--- src/rtl/eq_audio_pkg.sv ---
`default_nettype none
// ============================================================================
// Module      : eq_audio_pkg
// Description : Shared types and constants for the equalizer audio path and
//               its I2S output stage.
//               Contents:
//                 sample_t      - signed 24-bit mono audio sample
//                 AUDIO_DATA_W  - sample width (24)
//                 I2S_SLOT_W    - BCLK periods per channel slot (32)
//                 I2S_BCLK_DIV  - clk cycles per BCLK period (4)
//                 cnt_w()       - counter width for a 0..N-1 counter
// Revision    : 1.0 - initial release
// ============================================================================
package eq_audio_pkg;

  localparam int AUDIO_DATA_W = 24;
  localparam int I2S_SLOT_W   = 32;
  localparam int I2S_BCLK_DIV = 4;

  typedef logic signed [AUDIO_DATA_W-1:0] sample_t;

  // Width of a counter that runs 0..max_val-1; never narrower than one bit.
  function automatic int cnt_w(input int max_val);
    return (max_val <= 2) ? 1 : $clog2(max_val);
  endfunction

endpackage
`default_nettype wire

--- src/rtl/i2s_clk_gen.sv ---
`default_nettype none
// ============================================================================
// Module      : i2s_clk_gen
// Description : Divides clk into the I2S bit clock and word select, and
//               provides the bit-position timing used by the serialiser.
//               Ports:
//                 clk       in   system clock
//                 reset_n   in   asynchronous active-low reset
//                 fe_pulse  out  high in the clk cycle where div_cnt wraps
//                                (the edge that ends it is a BCLK fall)
//                 fs_pulse  out  fe_pulse that also wraps bit_cnt (frame start)
//                 bit_cnt   out  current bit position in frame, 0..2*SLOT_W-1
//                 bclk_o    out  registered bit clock, 50% duty
//                 lrck_o    out  registered word select, 0 = left, 1 = right
// Revision    : 1.0 - initial release
// ============================================================================
module i2s_clk_gen
  import eq_audio_pkg::*;
#(
  parameter int  SLOT_W   = I2S_SLOT_W,
  parameter int  BCLK_DIV = I2S_BCLK_DIV,
  localparam int BIT_W    = cnt_w(2 * SLOT_W)
) (
  input  logic             clk,
  input  logic             reset_n,
  output logic             fe_pulse,
  output logic             fs_pulse,
  output logic [BIT_W-1:0] bit_cnt,
  output logic             bclk_o,
  output logic             lrck_o
);

  localparam int DIV_W = cnt_w(BCLK_DIV);

  logic [DIV_W-1:0] div_cnt_q, div_cnt_d;
  logic [BIT_W-1:0] bit_cnt_q, bit_cnt_d;
  logic             bclk_q, bclk_d;
  logic             lrck_q, lrck_d;
  logic             fe, fs;

  always_comb begin
    fe = (div_cnt_q == DIV_W'(BCLK_DIV - 1));
    fs = fe && (bit_cnt_q == BIT_W'(2 * SLOT_W - 1));

    div_cnt_d = fe ? '0 : div_cnt_q + 1'b1;

    bit_cnt_d = bit_cnt_q;
    if (fs) begin
      bit_cnt_d = '0;
    end else if (fe) begin
      bit_cnt_d = bit_cnt_q + 1'b1;
    end

    // Registered from the next divider value so bclk_o tracks div_cnt_q
    // exactly: low for the first half of the period, high for the second.
    bclk_d = (div_cnt_d >= DIV_W'(BCLK_DIV / 2));

    // Word select moves only on the BCLK falling edge, together with data.
    lrck_d = lrck_q;
    if (fe) begin
      lrck_d = (bit_cnt_d >= BIT_W'(SLOT_W));
    end
  end

  always_ff @(posedge clk or negedge reset_n) begin
    if (!reset_n) begin
      div_cnt_q <= '0;
      bit_cnt_q <= '0;
      bclk_q    <= 1'b0;
      lrck_q    <= 1'b0;
    end else begin
      div_cnt_q <= div_cnt_d;
      bit_cnt_q <= bit_cnt_d;
      bclk_q    <= bclk_d;
      lrck_q    <= lrck_d;
    end
  end

  assign fe_pulse = fe;
  assign fs_pulse = fs;
  assign bit_cnt  = bit_cnt_q;
  assign bclk_o   = bclk_q;
  assign lrck_o   = lrck_q;

endmodule
`default_nettype wire

--- src/rtl/i2s_tx.sv ---
`default_nettype none
// ============================================================================
// Module      : i2s_tx
// Description : I2S transmitter for the equalizer output. Takes one signed
//               mono sample per frame through a valid/ready handshake and
//               sends it on both the left and right slots. BCLK and LRCK are
//               derived from clk; there is no second clock domain.
//               Build option:
//                 I2S_TX_LJ_EN  defined   -> left-justified (MSB at slot
//                                            position 0, DATA_W <= SLOT_W)
//                               undefined -> standard I2S, MSB one BCLK after
//                                            the LRCK change (DATA_W < SLOT_W)
//               Ports:
//                 clk         in   system clock
//                 reset_n     in   asynchronous active-low reset
//                 data_in     in   signed sample from the equalizer
//                 in_valid    in   data_in is valid
//                 in_ready    out  holding register empty, sample accepted
//                 bclk_o      out  I2S bit clock
//                 lrck_o      out  word select, 0 = left, 1 = right
//                 sdata_o     out  serial data, MSB first
//                 underrun_o  out  one-cycle pulse when a frame starts with
//                                  no sample held (frame sent as zeros)
// Revision    : 1.0 - initial release
// ============================================================================
module i2s_tx
  import eq_audio_pkg::*;
#(
  parameter int DATA_W   = AUDIO_DATA_W,
  parameter int SLOT_W   = I2S_SLOT_W,
  parameter int BCLK_DIV = I2S_BCLK_DIV
) (
  input  logic                     clk,
  input  logic                     reset_n,
  input  logic signed [DATA_W-1:0] data_in,
  input  logic                     in_valid,
  output logic                     in_ready,
  output logic                     bclk_o,
  output logic                     lrck_o,
  output logic                     sdata_o,
  output logic                     underrun_o
);

  localparam int BIT_W = cnt_w(2 * SLOT_W);

  // Slot position that carries the sample MSB.
`ifdef I2S_TX_LJ_EN
  localparam int MSB_POS = 0;
`else
  localparam int MSB_POS = 1;
`endif

  logic             fe, fs;
  logic [BIT_W-1:0] bit_cnt;

  logic signed [DATA_W-1:0] hold_q, hold_d;
  logic                     hold_full_q, hold_full_d;
  logic signed [DATA_W-1:0] frame_q, frame_d;
  logic                     sdata_q, sdata_d;
  logic                     underrun_q, underrun_d;

  logic             xfer;
  logic [BIT_W-1:0] bit_nxt;
  logic [BIT_W-1:0] slot_pos;
  logic [DATA_W-1:0] bit_hit;

  i2s_clk_gen #(
    .SLOT_W   (SLOT_W),
    .BCLK_DIV (BCLK_DIV)
  ) u_clk_gen (
    .clk      (clk),
    .reset_n  (reset_n),
    .fe_pulse (fe),
    .fs_pulse (fs),
    .bit_cnt  (bit_cnt),
    .bclk_o   (bclk_o),
    .lrck_o   (lrck_o)
  );

  assign in_ready = !hold_full_q;
  assign xfer     = in_valid && !hold_full_q;

  // Hold / frame registers. The frame-start decision looks at the hold state
  // before any same-cycle transfer, so a sample arriving exactly at frame
  // start is kept for the following frame.
  always_comb begin
    hold_d      = hold_q;
    hold_full_d = hold_full_q;
    frame_d     = frame_q;
    underrun_d  = 1'b0;

    if (fs) begin
      if (hold_full_q) begin
        frame_d     = hold_q;
        hold_full_d = 1'b0;
      end else begin
        frame_d    = '0;
        underrun_d = 1'b1;
      end
    end

    // Cannot coincide with a load above: xfer needs hold_full_q == 0.
    if (xfer) begin
      hold_d      = data_in;
      hold_full_d = 1'b1;
    end
  end

  // Position within the slot that becomes current after this falling edge.
  always_comb begin
    bit_nxt = fs ? '0 : bit_cnt + 1'b1;
    if (bit_nxt >= BIT_W'(SLOT_W)) begin
      slot_pos = bit_nxt - BIT_W'(SLOT_W);
    end else begin
      slot_pos = bit_nxt;
    end
  end

  // Bit i of the frame is sent at slot position MSB_POS + DATA_W-1-i; every
  // position outside that window carries zero padding. frame_d is used so a
  // freshly loaded frame is visible at position 0 in left-justified builds.
  for (genvar i = 0; i < DATA_W; i++) begin : g_sdata_map
    assign bit_hit[i] = frame_d[i] && (slot_pos == BIT_W'(MSB_POS + DATA_W - 1 - i));
  end

  always_comb begin
    sdata_d = sdata_q;
    if (fe) begin
      sdata_d = |bit_hit;
    end
  end

  always_ff @(posedge clk or negedge reset_n) begin
    if (!reset_n) begin
      hold_q      <= '0;
      hold_full_q <= 1'b0;
      frame_q     <= '0;
      sdata_q     <= 1'b0;
      underrun_q  <= 1'b0;
    end else begin
      hold_q      <= hold_d;
      hold_full_q <= hold_full_d;
      frame_q     <= frame_d;
      sdata_q     <= sdata_d;
      underrun_q  <= underrun_d;
    end
  end

  assign sdata_o    = sdata_q;
  assign underrun_o = underrun_q;

endmodule
`default_nettype wire
--- config.mk ---
export PLATFORM = sky130hd
export DESIGN_NAME = i2s_tx
export DESIGN_NICKNAME = d
export VERILOG_FILES = /design/src/rtl/eq_audio_pkg.sv /design/src/rtl/i2s_clk_gen.sv /design/src/rtl/i2s_tx.sv
export SDC_FILE = /design/constraint.sdc
export NUM_CORES = 1
export LEC_CHECK = 0
export ABC_CLOCK_PERIOD_IN_PS = 2560
export CAP_MARGIN = 20
export CORE_MARGIN = 2
export CORE_UTILIZATION = 50
export CTS_CLUSTER_DIAMETER = 60
export DETAILED_ROUTE_END_ITERATION = 6
export PLACE_DENSITY = 0.83
export REMOVE_ABC_BUFFERS = 1
export SLEW_MARGIN = 20
export SYNTH_ARGS = -nofsm -noshare
export SYNTH_HDL_FRONTEND = slang
export SYNTH_SLANG_ARGS = --single-unit
--- constraint.sdc ---
create_clock -name clk -period 2.56 [get_ports clk]
set_clock_uncertainty 0.2 [all_clocks]
set_input_delay 0.384 -clock clk [delete_from_list [all_inputs] [get_ports clk]]
set_output_delay 0.384 -clock clk [all_outputs]
set_load 0.01 [all_outputs]
==> results of run 1 <==
stage by stage:
step / instance area (µm²) / setup slack (ps) / util [%] / setup TNS (ps) / total power [mW]
6_report: 3380 / 162 / 65.0 / 0 / 2.39
4_1_cts: 3380 / 130 / 64.9 / 0 / 2.41
3_3_place_gp: 3150 / 17.8 / 60.5 / 0 / 1.46
5_1_grt: 3380 / 11.9 / 65.0 / 0 / 2.51
2_1_floorplan: 2650 / -464 / - / -791 / 1.36
3_5_place_dp: 3150 / -50.3 / 60.5 / -50.3 / 1.48
metal layers:
metal  wire (µm)  GRT usage (%)
met1        2350           26.1
met2        2500           30.8
met3         276           6.32
met4         122           10.4
met5           0              0
registers in the layout (all words and copies together) (netlist names):
name,cells
frame_q,24
hold_full_q,1
hold_q,24
sdata_o,1
u_clk_gen.bclk_o,1
u_clk_gen.bit_cnt,6
u_clk_gen.div_cnt_q,1
u_clk_gen.lrck_o,1
underrun_o,1
how the worst max path moves through the flow:
stage | depth (start not counted) | slack [ps] | endpoint | start
floorplan | 8 | -460 | sdata_o | u_clk_gen.bit_cnt[0]
global placement | 9 | 20 | sdata_o | u_clk_gen.bclk_o
detailed placement | 9 | -50 | sdata_o | u_clk_gen.bclk_o
CTS | 9 | 130 | sdata_o | u_clk_gen.bclk_o
global route | 9 | 10 | sdata_o | u_clk_gen.div_cnt_q[0]
finish | 10 | 160 | sdata_o | u_clk_gen.bclk_o
cells in the mapped netlist, drive strengths merged, types with 2 or more instances:
| cell type | instances |
|---|---|
| dfrtp | 60 |
| nand2 | 41 |
| o21ai | 31 |
| mux2 | 25 |
| nand3 | 15 |
| buf | 9 |
| clkbuf | 8 |
| nor2 | 7 |
| ha | 6 |
| xnor2 | 5 |
| a21oi | 4 |
| a31oi | 4 |
| a22o | 3 |
| inv | 3 |
| nand4 | 3 |
| nor3 | 3 |
| xor2 | 3 |
| a211o | 2 |
| a21boi | 2 |
| a21o | 2 |
| a222oi | 2 |
power by group:
group	leakage, nW	internal, mW	switching, mW	total (mW)
Sequential	0.766	1.10	0.0836	1.18
Combinational	0.604	0.175	0.0985	0.274
Clock	0.113	0.569	0.364	0.933
Total	1.48	1.84	0.546	2.39
layout by cell type (no fill, tap or decap), types with 3 or more instances in the layout:
cell type,n
a31oi_1,4
nor2_1,7
clkdlybuf4s50_1,30
o21ai_1,8
a21oi_1,4
nand3_1,13
a22o_1,3
xor2_1,3
mux2_2,25
nand4_1,3
buf_4,13
dfrtp_1,60
clkbuf_8,10
clkinv_2,3
nand2_1,41
nor3_1,3
inv_1,3
ha_1,6
o21ai_0,23
xnor2_1,5
worst max-delay path, cell delays in order, from the launching register on:
cell      delay [ps]
dfrtp_1          380
ha_1             240
nand3_4           70
buf_4            200
nor2_1            70
buf_4            180
nand3_1          100
a21boi_0         120
o31ai_1          220
a32oi_1          130
o32a_1           360
cells by family (layout without fill, tap and decap cells):
logic type	after synthesis	after routing	share of synthesized area, %
simple gates	75	75	12.7
compound gates	57	57	12.8
mux	26	26	10.6
xor+xnor	8	8	2.55
fa+ha+maj	6	6	2.74
flops	60	60	54.7
buf+inv	20	65	3.88
layout make-up:
class / instances / area (µm²)
clock buffer: 11 / 141
clock inverter: 5 / 75.1
fill: 445 / 1820
inverter: 3 / 11.3
multi-input combinational: 172 / 1140
sequential: 60 / 1500
tap: 70 / 87.6
timing repair buffer: 46 / 424
what timing repair did:
item / in CTS / in global routing
buffers inserted: 0 / 0
hold buffers: 1 / 0
setup endpoints to repair: 1 / 1
gates resized for setup: 1 / 3
endpoints found under the hold margin: 14 / 0
pin swaps: 0 / 1
==> results.sh, run 1 <==
export IMPL_dp_hpwl_um=3610
export IMPL_hp_start="u_clk_gen.div_cnt_q[0]"
export IMPL_synth_top_area_cell="dfrtp_1"
export IMPL_vias=1991
export IMPL_r2r_setup_slack_ps=160
export IMPL_synth_cells=252
export IMPL_htree_levels=3
export IMPL_rsz0062_at_grt="no"
export IMPL_nets=325
export IMPL_synth_distinct_cells=41
export IMPL_crit_type="reg2reg"
export IMPL_netlist_area_leader_share_pct=54.7
export IMPL_dieArea_um2=6100
export IMPL_cts_sinks=60
export IMPL_cts_inserted_buffers=9
export IMPL_cts_clk_slew_worst_paths_ps=60
export IMPL_syn_area_um2=2740
export IMPL_fin_crit_ps=2400
export IMPL_dr_pass1_iters=7
export IMPL_final_cells=367
export IMPL_cts_root_buf="clkbuf_8"
export IMPL_wire_per_inst_um=14.3
export IMPL_grt_max_degree=28
export IMPL_drc=0
export IMPL_worstPathArrival_ps=2430
export IMPL_grt_pass1_vias=1965
export IMPL_worst_slew_pin_slew_ps=485
export IMPL_status="complete, no violations"
export IMPL_synthTopCellsByArea="dfrtp_1, mux2_2, nand2_1, o21ai_0, ha_1"
export IMPL_die_w_um=78.1
export IMPL_worst_setup_path_start_kind="register"
export IMPL_setup_viol=0
export IMPL_antenna_found_initial=0
export IMPL_crit_reg2reg_launch="u_clk_gen.bclk_o"
export IMPL_synth_main_ff_cell="dfrtp_1"
export IMPL_period_share_pct=93.7
export IMPL_cts_tree="done"
export IMPL_place_inst=350
export IMPL_insertedDiodeCount=0
export IMPL_critPathCaptureType="register"
export IMPL_place_congestion=0.820
export IMPL_path_max_fanout=17
export IMPL_initial_core_util_pct=52.7
export IMPL_hold_class="reg2reg"
export IMPL_syn_to_final_growth_pct=23.3
export IMPL_rows=26
export IMPL_vias_per_cell=5.43
export IMPL_finalHoldViolCount=0
export IMPL_avgSynthCellArea_um2=10.9
export IMPL_ys_ff_latch=60
export IMPL_r2r_cells=10
export IMPL_first_iter_violations=213
export IMPL_numPortBuffers=31
export IMPL_grt_pass1_wl_um=9290
export IMPL_cts_max_path_buffers=2
export IMPL_worstReg2RegEnd="sdata_o"
export IMPL_core_um2=5200
export IMPL_synth_edf_count=0
export IMPL_power_density_nw_per_um2=706
export IMPL_min_delay_path_depth=1
export IMPL_async_reset_ff_share_pct=100
export IMPL_die_h_um=78.1
export IMPL_fin_worst_hold_slack_ps=232
export IMPL_fmax_ghz=0.417
export IMPL_maxSlewViolCount=0
export IMPL_irDropWorstVdd_mv=0.461
export IMPL_yosysWarnings=0
export IMPL_maxCapViolations=0
export IMPL_ant_nets=0
export IMPL_wl_um=5250
export IMPL_grt_ovfl_total=0
export IMPL_hold_path_end="u_clk_gen.div_cnt_q[0]"
export IMPL_worstSkewPairLatency_ps=350
export IMPL_drive_gt1_share_pct=19.9
export IMPL_p_leak_nw=1.48
export IMPL_relSlewSlack_pct=67.7
export IMPL_cp_required_ps=2590
export IMPL_grt_usage_pct=20.2
export IMPL_boundaryPins=32
export IMPL_seq_area_frac_synth_pct=54.7
Note: power is estimated with default switching activity, not from simulation.
==> run 2: changes to the inputs <==
--- a/config.mk
+++ b/config.mk
@@ -9,7 +9,6 @@
 export CAP_MARGIN = 20
 export CORE_MARGIN = 2
 export CORE_UTILIZATION = 50
-export CTS_CLUSTER_DIAMETER = 60
 export DETAILED_ROUTE_END_ITERATION = 6
 export PLACE_DENSITY = 0.83
 export REMOVE_ABC_BUFFERS = 1
==> results of run 2 <==
Same layout as run 1: the final DEF is identical, and so are final timing and power.
==> run 3: changes to the inputs <==
--- a/config.mk
+++ b/config.mk
@@ -8,9 +8,9 @@
 export ABC_CLOCK_PERIOD_IN_PS = 2560
 export CAP_MARGIN = 20
 export CORE_MARGIN = 2
-export CORE_UTILIZATION = 50
+export CORE_UTILIZATION = 45
 export DETAILED_ROUTE_END_ITERATION = 6
-export PLACE_DENSITY = 0.83
+export PLACE_DENSITY = 0.77
 export REMOVE_ABC_BUFFERS = 1
 export SLEW_MARGIN = 20
 export SYNTH_ARGS = -nofsm -noshare
==> run 3 against run 2 <==
First-iteration DRC count fell by 31%. Clock power fell by 8.1%. Non-clock buffer count rose by 1. Combinational power fell by 2%. Maximum frequency rose by 0.88%. Global-route usage fell by 1.4 points. Flip-flop and latch count did not move.
==> results.sh, run 3 (synthesis gave the netlist of run 1 again) <==
export IMPL_fin_ws_ps=183
export IMPL_drive_gt1_share_pct=21.5
export IMPL_post_cts_buffers=0
export IMPL_vias_per_cell=5.37
export IMPL_wl_um=5410
export IMPL_initial_core_util_pct=46.3
export IMPL_dr_pass1_iters=4
export IMPL_finalHoldViolCount=0
export IMPL_worst_slew_pin_slew_ps=510
export IMPL_cts_inserted_buffers=9
export IMPL_first_iter_violations=148
export IMPL_fin_crit_ps=2380
export IMPL_die_h_um=82.1
export IMPL_final_cells=373
export IMPL_die_w_um=82.1
export IMPL_cts_root_buf="clkbuf_8"
export IMPL_core_um2=5920
export IMPL_place_area_um2=3160
export IMPL_maxSlewViolCount=0
export IMPL_crit_type="reg2reg"
export IMPL_vias=2004
export IMPL_grt_pass1_wl_um=9400
export IMPL_dieArea_um2=6740
export IMPL_place_congestion=0.825
export IMPL_rsz0062_at_grt="no"
export IMPL_grt_pass1_vias=2012
export IMPL_worst_setup_path_start_kind="register"
export IMPL_finish_instance_area_um2=3390
export IMPL_grt_ovfl_total=0
export IMPL_multiInputGateArea_um2=1150
export IMPL_htree_levels=3
export IMPL_path_max_fanout=21
export IMPL_cts_sinks=60
export IMPL_setup_tns_ps=0
export IMPL_maxCapViolations=0
export IMPL_relSlewSlack_pct=66.0
export IMPL_top_layer="met4"
export IMPL_m1WireLength_um=2420
export IMPL_worstSkewPairLatency_ps=340
export IMPL_p_leak_nw=1.48
export IMPL_place_inst=356
export IMPL_area_sequential_um2=1500
export IMPL_critPathCaptureType="register"
export IMPL_boundaryPins=32
export IMPL_status="complete, no violations"
export IMPL_grt_max_degree=26
export IMPL_fmax_ghz=0.421
export IMPL_insertedDiodeCount=0
export IMPL_power_density_nw_per_um2=681
export IMPL_layout_commonest_cell="dfrtp_1"
export IMPL_dr_wl_met3_um=243
export IMPL_cts_tree="done"
export IMPL_wl_met2_um=2660
export IMPL_place_ws_ps=-53.7
export IMPL_rows=28
export IMPL_nets=326
export IMPL_dp_hpwl_um=3800
export IMPL_worstPathArrival_ps=2410
export IMPL_power_total_mw=2.31
export IMPL_ant_nets=0
export IMPL_grt_usage_pct=18.8
export IMPL_syn_to_final_growth_pct=23.7
export IMPL_period_share_pct=92.8
export IMPL_antenna_found_initial=0
export IMPL_final_cell_mix="dfrtp_1, nand2_1, clkdlybuf4s50_1"
export IMPL_cts_clk_slew_worst_paths_ps=70
export IMPL_hold_class="reg2reg"
export IMPL_drc=0
export IMPL_cp_required_ps=2590
export IMPL_final_util_pct=57.3
export IMPL_numPortBuffers=31
export IMPL_num_fill_cells=536
export IMPL_wire_per_inst_um=14.5
export IMPL_cts_max_path_buffers=2
export IMPL_irDropWorstVdd_mv=0.578
export IMPL_setup_viol=0
export IMPL_fin_worst_hold_slack_ps=242
-- run 3: layout make-up --
type	count	area share (%)
Sequential cell	60	44.2
Inverter	3	0.332
Clock inverter	5	1.47
Timing Repair Buffer	47	12.8
Clock buffer	11	4.46
Tap cell	75	2.76
Multi-Input combinational cell	172	33.9
-- run 3: critical path: stages (launching register included) --
cell	delay [ps]
dfrtp_1	360
ha_2	210
nand3_4	60
or2_4	320
buf_6	180
and2_1	180
nand4b_1	180
a21oi_1	130
a32oi_1	70
o32a_1	360
-- run 3: repair_timing --
item	in CTS	in global routing
hold buffers	1	0
endpoints found under the setup margin	1	1
gates cloned	0	0
hold endpoints to repair	20	0
gates resized for setup	1	10
pin swaps	0	3
-- run 3: per-layer routing --
layer | global-route usage (%) | vias up
li1 | - | 966
met1 | 23.3 | 992
met2 | 30.5 | 38
met3 | 6.26 | 8
met4 | 7.00 | 0
met5 | 0 | -
-- run 3: power by group --
part | internal, mW | leakage, nW | total [mW] | switching (mW)
clock | 0.495 | 0.109 | 0.857 | 0.362
sequential | 1.10 | 0.766 | 1.19 | 0.0881
combinational | 0.175 | 0.606 | 0.269 | 0.0944
total | 1.77 | 1.48 | 2.31 | 0.545
-- run 3: final timing paths --
path	from	end	slack (ps)	depth (start not counted)
worst max register to register	u_clk_gen.div_cnt_q[0]	sdata_o	180	9
worst min-delay path	u_clk_gen.div_cnt_q[0]	u_clk_gen.div_cnt_q[0]	240	1
worst min register to register	u_clk_gen.div_cnt_q[0]	u_clk_gen.div_cnt_q[0]	240	1
max in group asynchronous	reset_n	frame_q[12]	1170	3
min in group asynchronous	reset_n	hold_q[4]	330	2
worst max-delay path	u_clk_gen.div_cnt_q[0]	sdata_o	180	9
